[src/rtl/clkdiv_pkg.sv]
// ---------------------------------------------------------------------------
// clkdiv_pkg
//   Shared types and default constants for the prog_clk_div divider.
//   - CLKDIV_CNT_W   : default counter/config width in bits.
//   - CLKDIV_DEF_TC  : reset terminal count (period = DEF_TC+1 cycles).
//   - CLKDIV_DEF_LOW : reset low-phase length.
//   - cfg_t          : one channel configuration {tc, low}.
//   cfg_t fields are CLKDIV_CNT_W wide. Narrower CNT_W values are
//   zero-extended into them, so CNT_W must not exceed CLKDIV_CNT_W.
// ---------------------------------------------------------------------------
package clkdiv_pkg;

  localparam int CLKDIV_CNT_W   = 30;
  localparam int CLKDIV_DEF_TC  = 49999999;
  localparam int CLKDIV_DEF_LOW = 25000000;

  typedef struct packed {
    logic [CLKDIV_CNT_W-1:0] tc;   // terminal count: the channel wraps when cnt == tc
    logic [CLKDIV_CNT_W-1:0] low;  // q stays low while cnt < low
  } cfg_t;

endpackage

[src/rtl/clkdiv_chan.sv]
// ---------------------------------------------------------------------------
// clkdiv_chan
//   One divider channel. It holds the free-running counter, the active and
//   shadow configuration, the pending flag and the divided output.
//   Optional macro CLKDIV_TICK_EN adds a registered wrap strobe (tick_o).
//
// Ports
//   clk     in   system clock
//   reset   in   asynchronous active-high reset
//   en_i    in   run enable (0 = IDLE, 1 = RUN)
//   sync_i  in   phase restart (cnt <= 0 on the next edge)
//   wr_i    in   config write accepted for this channel this cycle
//   cfg_i   in   new {tc, low} to place in the shadow register
//   pend_o  out  shadow holds a config that has not been applied yet
//   q_o     out  divided output, (cnt >= low) while running
//   tick_o  out  one-cycle pulse after a wrap or sync in RUN (CLKDIV_TICK_EN)
// ---------------------------------------------------------------------------
module clkdiv_chan
  import clkdiv_pkg::*;
#(
  parameter int CNT_W   = CLKDIV_CNT_W,
  parameter int DEF_TC  = CLKDIV_DEF_TC,
  parameter int DEF_LOW = CLKDIV_DEF_LOW
) (
  input  logic clk,
  input  logic reset,
  input  logic en_i,
  input  logic sync_i,
  input  logic wr_i,
  input  cfg_t cfg_i,
  output logic pend_o,
  output logic q_o
`ifdef CLKDIV_TICK_EN
  ,
  output logic tick_o
`endif
);

  logic [CNT_W-1:0]        cnt_q, cnt_d;
  cfg_t                    act_q, act_d;
  cfg_t                    shd_q, shd_d;
  logic                    pend_q, pend_d;
  logic [CLKDIV_CNT_W-1:0] cnt_ext;
  logic                    restart;

  assign cnt_ext = CLKDIV_CNT_W'(cnt_q);

  // A sync and a wrap in the same cycle have the same effect (cnt <= 0,
  // pending applied), so one restart term covers both.
  assign restart = en_i && (sync_i || (cnt_ext == act_q.tc));

  always_comb begin
    cnt_d  = cnt_q;
    act_d  = act_q;
    shd_d  = shd_q;
    pend_d = pend_q;

    if (!en_i || restart) begin
      cnt_d = '0;
    end else begin
      cnt_d = cnt_q + CNT_W'(1);
    end

    // An IDLE channel applies its pending config straight away. A running
    // channel applies it only at a restart.
    if (pend_q && (!en_i || restart)) begin
      act_d  = shd_q;
      pend_d = 1'b0;
    end

    // A write is only accepted while pend_q is clear, so it never coincides
    // with an apply. A write that lands on a wrap therefore waits for the
    // following wrap.
    if (wr_i) begin
      shd_d  = cfg_i;
      pend_d = 1'b1;
    end
  end

  always_ff @(posedge clk or posedge reset) begin
    if (reset) begin
      cnt_q  <= '0;
      act_q  <= '{tc: CLKDIV_CNT_W'(DEF_TC), low: CLKDIV_CNT_W'(DEF_LOW)};
      shd_q  <= '0;
      pend_q <= 1'b0;
    end else begin
      cnt_q  <= cnt_d;
      act_q  <= act_d;
      shd_q  <= shd_d;
      pend_q <= pend_d;
    end
  end

  assign pend_o = pend_q;
  // Compare of registered values, so there is no added latency. The enable
  // gate forces q low as soon as the channel drops to IDLE.
  assign q_o    = en_i && (cnt_ext >= act_q.low);

`ifdef CLKDIV_TICK_EN
  logic tick_q;

  always_ff @(posedge clk or posedge reset) begin
    if (reset) begin
      tick_q <= 1'b0;
    end else begin
      tick_q <= restart;
    end
  end

  assign tick_o = tick_q;
`endif

endmodule

[src/rtl/prog_clk_div.sv]
// ---------------------------------------------------------------------------
// prog_clk_div
//   Multi-channel programmable clock/pulse divider. Each channel produces a
//   square/PWM output whose period (tc+1) and low phase (low) are loaded at
//   runtime through a valid/ready write port. New settings take effect
//   glitch-free at the channel's next wrap, or at the next sync.
//   Optional macro CLKDIV_TICK_EN adds the per-channel tick output.
//
// Ports
//   clk        in   system clock
//   reset      in   asynchronous active-high reset
//   ch_en      in   [NCH] per-channel run enable
//   sync       in   synchronous phase restart of all running channels
//   cfg_valid  in   config write request
//   cfg_ready  out  config write can be accepted
//   cfg_ch     in   [CH_W] target channel; writes to cfg_ch >= NCH are dropped
//   cfg_tc     in   [CNT_W] new terminal count
//   cfg_low    in   [CNT_W] new low-phase length
//   q          out  [NCH] divided outputs
//   tick       out  [NCH] wrap strobes (CLKDIV_TICK_EN only)
// ---------------------------------------------------------------------------
module prog_clk_div
  import clkdiv_pkg::*;
#(
  parameter int NCH     = 8,
  parameter int CNT_W   = CLKDIV_CNT_W,
  parameter int DEF_TC  = CLKDIV_DEF_TC,
  parameter int DEF_LOW = CLKDIV_DEF_LOW,
  localparam int CH_W   = (NCH > 1) ? $clog2(NCH) : 1
) (
  input  logic             clk,
  input  logic             reset,
  input  logic [NCH-1:0]   ch_en,
  input  logic             sync,
  input  logic             cfg_valid,
  output logic             cfg_ready,
  input  logic [CH_W-1:0]  cfg_ch,
  input  logic [CNT_W-1:0] cfg_tc,
  input  logic [CNT_W-1:0] cfg_low,
  output logic [NCH-1:0]   q
`ifdef CLKDIV_TICK_EN
  ,
  output logic [NCH-1:0]   tick
`endif
);

  logic [NCH-1:0] pend;
  logic [NCH-1:0] wr;
  cfg_t           cfg_w;

  assign cfg_w.tc  = CLKDIV_CNT_W'(cfg_tc);
  assign cfg_w.low = CLKDIV_CNT_W'(cfg_low);

  // Ready reflects only the addressed channel's pending flag. A cfg_ch that
  // matches no channel keeps ready high, so those writes are accepted and
  // dropped.
  always_comb begin
    cfg_ready = 1'b1;
    for (int i = 0; i < NCH; i++) begin
      if (cfg_ch == CH_W'(i)) begin
        cfg_ready = !pend[i];
      end
    end
  end

  for (genvar gi = 0; gi < NCH; gi++) begin : g_chan
    assign wr[gi] = cfg_valid && cfg_ready && (cfg_ch == CH_W'(gi));

    clkdiv_chan #(
      .CNT_W   (CNT_W),
      .DEF_TC  (DEF_TC),
      .DEF_LOW (DEF_LOW)
    ) u_chan (
      .clk    (clk),
      .reset  (reset),
      .en_i   (ch_en[gi]),
      .sync_i (sync),
      .wr_i   (wr[gi]),
      .cfg_i  (cfg_w),
      .pend_o (pend[gi]),
      .q_o    (q[gi])
`ifdef CLKDIV_TICK_EN
      ,
      .tick_o (tick[gi])
`endif
    );
  end

endmodule

[config.mk]
export PLATFORM = sky130hd
export DESIGN_NAME = prog_clk_div
export DESIGN_NICKNAME = d
export VERILOG_FILES = /design/src/rtl/clkdiv_pkg.sv /design/src/rtl/clkdiv_chan.sv /design/src/rtl/prog_clk_div.sv
export SDC_FILE = /design/constraint.sdc
export NUM_CORES = 2
export LEC_CHECK = 0
export ABC_AREA = 1
export BUFFER_PORTS_ARGS = -buffer_cell sky130_fd_sc_hd__buf_2
export CORE_MARGIN = 3
export CORE_UTILIZATION = 53
export DETAILED_ROUTE_END_ITERATION = 6
export PLACE_DENSITY = 0.7
export SLEW_MARGIN = 25
export SYNTH_ARGS = -nofsm -noshare
export SYNTH_HDL_FRONTEND = slang
export SYNTH_SLANG_ARGS = --single-unit
[constraint.sdc]
create_clock -name clk -period 74.3 [get_ports clk]
set_input_delay 11.145 -clock clk [delete_from_list [all_inputs] [get_ports clk]]
set_output_delay 11.145 -clock clk [all_outputs]
set_load 0.03 [all_outputs]
==> After elaboration in Yosys (flattened, before gate mapping) <==
Index checks and enable logic that the tools add are counted.
{ "op_classes": {"n_reduce_logical": 74, "n_mux": 32, "eq_ne": 15, "add_sub_neg": 8, "n_lt_le_gt_ge": 8} }
{ "op_table": {"columns": ["operator", "count"], "rows": [
  ["$add 30x1->30 const B", 8],
  ["$eq 30x30->1", 8],
  ["$ge 30x30->1", 8],
  ["$mux 30", 8],
  ["$logic_and 1x1->1", 33],
  ["$mux 1", 24],
  ["$logic_not 1->1", 16],
  ["$logic_or 1x1->1", 16],
  ["$reduce_bool 2->1", 8],
  ["$eq 3x3->1 const B", 4],
  ["$eq 3x2->1 const B", 2],
  ["$eq 3x1->1 const B", 1],
  ["$logic_not 3->1", 1]
]} }
{ "word_totals": {"input_bits": 75, "output_inout_bits": 9, "register_bits": 1208} }

==> Depth between registers and ports, before layout <==
{ "logic_depth": {"depth_word": 12, "mapped_depth": 13, "ltp_nobuf": 13} }

==> Cells and area by module <==
A second synthesis with hierarchy kept.
{ "hier_totals": {"hier_cells": 7707, "area_unflattened_um2": 61300.0} }
{ "by_module_without_submodules": {"columns": ["mod", "seq_area_each_um2", "area_per_inst_um2", "instances", "cells_per_inst"], "rows": [
  ["clkdiv_chan", 3816.2, 7638.6, 8, 958],
  ["prog_clk_div", 0.0, 191.4, 1, 43]
]} }

==> Least setup slack after synthesis <==
OpenSTA, ideal clock, no wires.
{ "synth_path": {"kind": "input port to output port", "from": "input cfg_ch[1]", "to": "output cfg_ready", "n_path_buf": 3, "arrival_time_ns": 12.539, "path_slack_ns": 50.616, "required_time_ns": 63.155, "path_stages": 7, "path_cell_list": "buf_2 -> inv_2 -> nor3_1 -> nand2_1 -> nand2_1 -> buf_2 -> buf_1"} }
{ "synth_via": {"elab_chain_cells": 9} }
{ "synth_rtl": {"columns": ["element", "line", "text"], "rows": [
  ["start, declared", "prog_clk_div.sv:37", "input logic [CH_W-1:0] cfg_ch,"],
  ["$logic_not 3->1", "prog_clk_div.sv:60", "if (cfg_ch == CH_W'(i)) begin"],
  ["$mux 1 (7 in series)", "prog_clk_div.sv:60", null],
  ["$mux 1 (*)", "prog_clk_div.sv:60", null],
  ["end, declared", "prog_clk_div.sv:36", "output logic cfg_ready,"]
]} }
Mark *: on every way between the ends. The rest lies on a longest branch, timed or not.

==> Worst setup path in the final report <==
Ends and elaborated chain as after synthesis.

==> metrics <==
worst hold path class flop to flop; # Max-Cap Violations 0; Worst Hold End g_chan[4].u_chan.act_q[16]; Seq/Total Area, Yosys 49.24%; Ports 84; aggregate routed wire length 196100 µm; YS warnings 0; # setup viols final 0; # DRC 2; asr flop ratio synth 100.0%; FF-to-FF setup slack 70320 ps; Post-synth EDFFs 0; critical path fanouts, max 62; CTS buffer count 135; placer's final routability congestion estimate 0.9604; Net Switching 615.6 µW; max incr delay on CP 600 ps; post-synthesis cell area 0.06200 mm²; ys flop type dfrtp_1; cell repeated most along the worst path buf_2; synth top area cells dfrtp_1 39%, nand2_1 16%, dfstp_2 10%, nand3_1 5.2%, nand4_1 5.1%; critical register-to-register path startpoint g_chan[3].u_chan.pend_o; vias in the first global route 50748; Starting Density 53.79%; PD cells 29.47 mW/mm²; peak supply drop 0.00002438 V; Final Non-Filler Cells 9185; failing checks design-rule violations; layout cells sized above 1 9.417%; WP data required 63160 ps; worst r2r path cells 12; hold_buf cts 0; Slew @ Worst Pin 1069 ps; Final nets 7866; Sink Count 1208; Pint 1.384 mW; GRT Residual Overflow 0; slew margin rel. 28.71%; Tmin final 24300 ps; mean routed wirelength per cell 21.35 µm; Core Area 0.1153 mm²; Starting DRT DRC Count 5722; CP Cell Sequence buf_2, inv_2, nor3_4, buf_4, a21oi_1, nand4_1, nand2_4, buf_2; initial antenna violation count 23; Chip Width 348.0 µm; combinational power share 18.9%; final hold vios 0; CP Launch Type input port; slowest stage cell, crit path buf_4; post-cts resize count 0; Post-synth top cells 2686 x nand2_1, 968 x dfrtp_1, 645 x nand3_1, 574 x inv_1, 565 x nor2_1; Initial DRT Pass Iterations 7; average instance area after synthesis 8.045 µm²; Fmax 0.04115 GHz; first-pass GRT wire length 303900 µm; IO Port Bufs 83; setup TNS 0 ps; Global Route Usage Sum 32.42%; DP HPWL 122300 µm; post-synth top area share 39.07%; hold depth 2; Setup crit start cfg_ch[1]; clk_skew 26.47 ps; RSZ-0062 raised after global routing no; Clk pwr share 35.2%; H-Tree Depth 4; max-slew violation count 0; Die ar. 0.1211 mm²; Vias 53385; post-CTS setup buffers 0; Reg power frac 45.9%; row count 124; CTS tree yes; post-synthesis register bit count 1208; vias per cell 5.812; Synth cell types 34; P_leak 33.10 nW; largest net degree at the start of global routing 152; Post-Place Cells 8918; Layout fillers 10449; Hold Crit Start g_chan[4].u_chan.act_q[16]; antenna viol nets, final 0; Area growth syn-to-layout 9.440%; clock tree buffer depth 3; clk root buf clkbuf_16; clk slew on worst S/H paths 60 ps; Mapped Nets 8030; Gate Count Post-Synth 7707; Die Y 348.0 µm; count leader, synth nand2_1; period utilisation layout 32.71%; later-pin clock latency in the skew report 770 ps; arrival time worst endpoint 13160 ps; run status finished with violations; Switching Share 30.78%; reg-to-reg critical path endpoint g_chan[4].u_chan.shd_q[12]; CP endpoint kind output port; WS Path Type input port to output port; post-synth top area cell dfrtp_1
worst max-delay path: cells and delay by family:
kind,cells,cell delay [ps]
AOI/OAI and AO/OA,1,140
buffers and inverters,4,1230
and+or+nand+nor,3,600
registers in the layout (all words and copies together) (netlist names):
register	count
g_chan.u_chan.pend_o	8
g_chan.u_chan.shd_q	480
g_chan.u_chan.act_q	480
g_chan.u_chan.cnt_ext	240
stage by stage:
step           setup WS [ps]  util, %  area (µm²)  hold slack [ps]  total power [mW]
6_report               50000    58.86       67860            462.2             2.000
5_1_grt                49880    58.83       67810            474.5             2.110
2_1_floorplan          29520        -       62000            441.9             1.184
3_5_place_dp           50050    54.76       63130            454.5             1.299
3_3_place_gp           50100    54.74       63100            451.1             1.281
4_1_cts                50050    58.81       67800            463.5             2.006
power by group through the flow:
stage               Clock (mW)  Combinational [mW]  Sequential (mW)
global route             0.741               0.434            0.935
floorplan                    0               0.282            0.902
finish                   0.705               0.377            0.918
CTS                      0.714               0.376            0.916
global placement             0               0.360            0.921
detailed placement           0               0.374            0.925
worst max path at each step:
| stage | to | slack [ps] | cells after the start |
|---|---|---|---|
| 2_1_floorplan | g_chan[0].u_chan.act_q[0] | 29520 | 1 |
| 3_3_place_gp | cfg_ready | 50100 | 8 |
| 3_5_place_dp | cfg_ready | 50050 | 8 |
| 4_1_cts | cfg_ready | 50050 | 8 |
| 5_1_grt | cfg_ready | 49880 | 8 |
| 6_report | cfg_ready | 50000 | 8 |
cell usage in the layout, fill, tap and decap left out, types with 5 or more instances in the layout:
cell type | netlist | final
clkbuf_8 | 0 | 21
clkbuf_16 | 0 | 138
xnor2_1 | 155 | 155
inv_1 | 574 | 573
mux2_2 | 60 | 60
bufinv_16 | 0 | 16
nand2_1 | 2686 | 2670
nor3b_1 | 23 | 23
o21ai_0 | 51 | 51
nand3_2 | 7 | 8
nor2_1 | 565 | 565
xor2_1 | 114 | 114
nor3_1 | 165 | 162
nand2_4 | 0 | 7
a21o_1 | 5 | 5
buf_4 | 8 | 49
buf_2 | 83 | 82
nand3b_1 | 9 | 9
clkinv_2 | 0 | 15
a21oi_1 | 141 | 141
clkinvlp_4 | 0 | 5
buf_6 | 0 | 5
dfrtp_1 | 968 | 960
o211ai_1 | 5 | 5
clkinv_4 | 0 | 9
diode_2 | 0 | 17
inv_6 | 0 | 8
clkbuf_1 | 246 | 35
nor4_1 | 59 | 59
ha_1 | 248 | 248
dfrtp_2 | 0 | 8
or2_2 | 23 | 23
dfstp_2 | 240 | 240
nand4_1 | 502 | 502
nand3_1 | 645 | 644
nand2_2 | 0 | 9
area by class of cell:
cell class / instances / area, µm² / area share, %
Sequential cell: 1208 / 30540 / 45.01
Timing Repair Buffer: 140 / 909.6 / 1.341
Tap cell: 1512 / 1892 / 2.788
Clock inverter: 56 / 790.8 / 1.165
Inverter: 578 / 2180 / 3.212
Multi-Input combinational cell: 5480 / 27630 / 40.72
Clock buffer: 194 / 3874 / 5.709
Antenna cell: 17 / 42.54 / 0.06269
cells by family after synthesis:
| logic type | count (synthesis) | share of synthesized area (%) |
|---|---|---|
| adder cells (fa/ha/maj) | 248 | 5.005 |
| AND/OR/NAND/NOR | 4690 | 32.69 |
| XOR/XNOR | 269 | 3.800 |
| multiplexers | 60 | 1.090 |
| buffers and inverters | 1019 | 6.385 |
| flip-flops | 1208 | 49.24 |
| AO/OA/AOI/OAI | 213 | 1.792 |
metal layers:
layer	global-route usage, %	up-vias	wire [µm]
li1	-	24725	-
met5	0	-	41
met2	48.58	2245	86560
met3	5.933	405	19360
met4	12.89	6	7382
met1	46.82	26004	82770
Power figures use the tool's default switching activity.
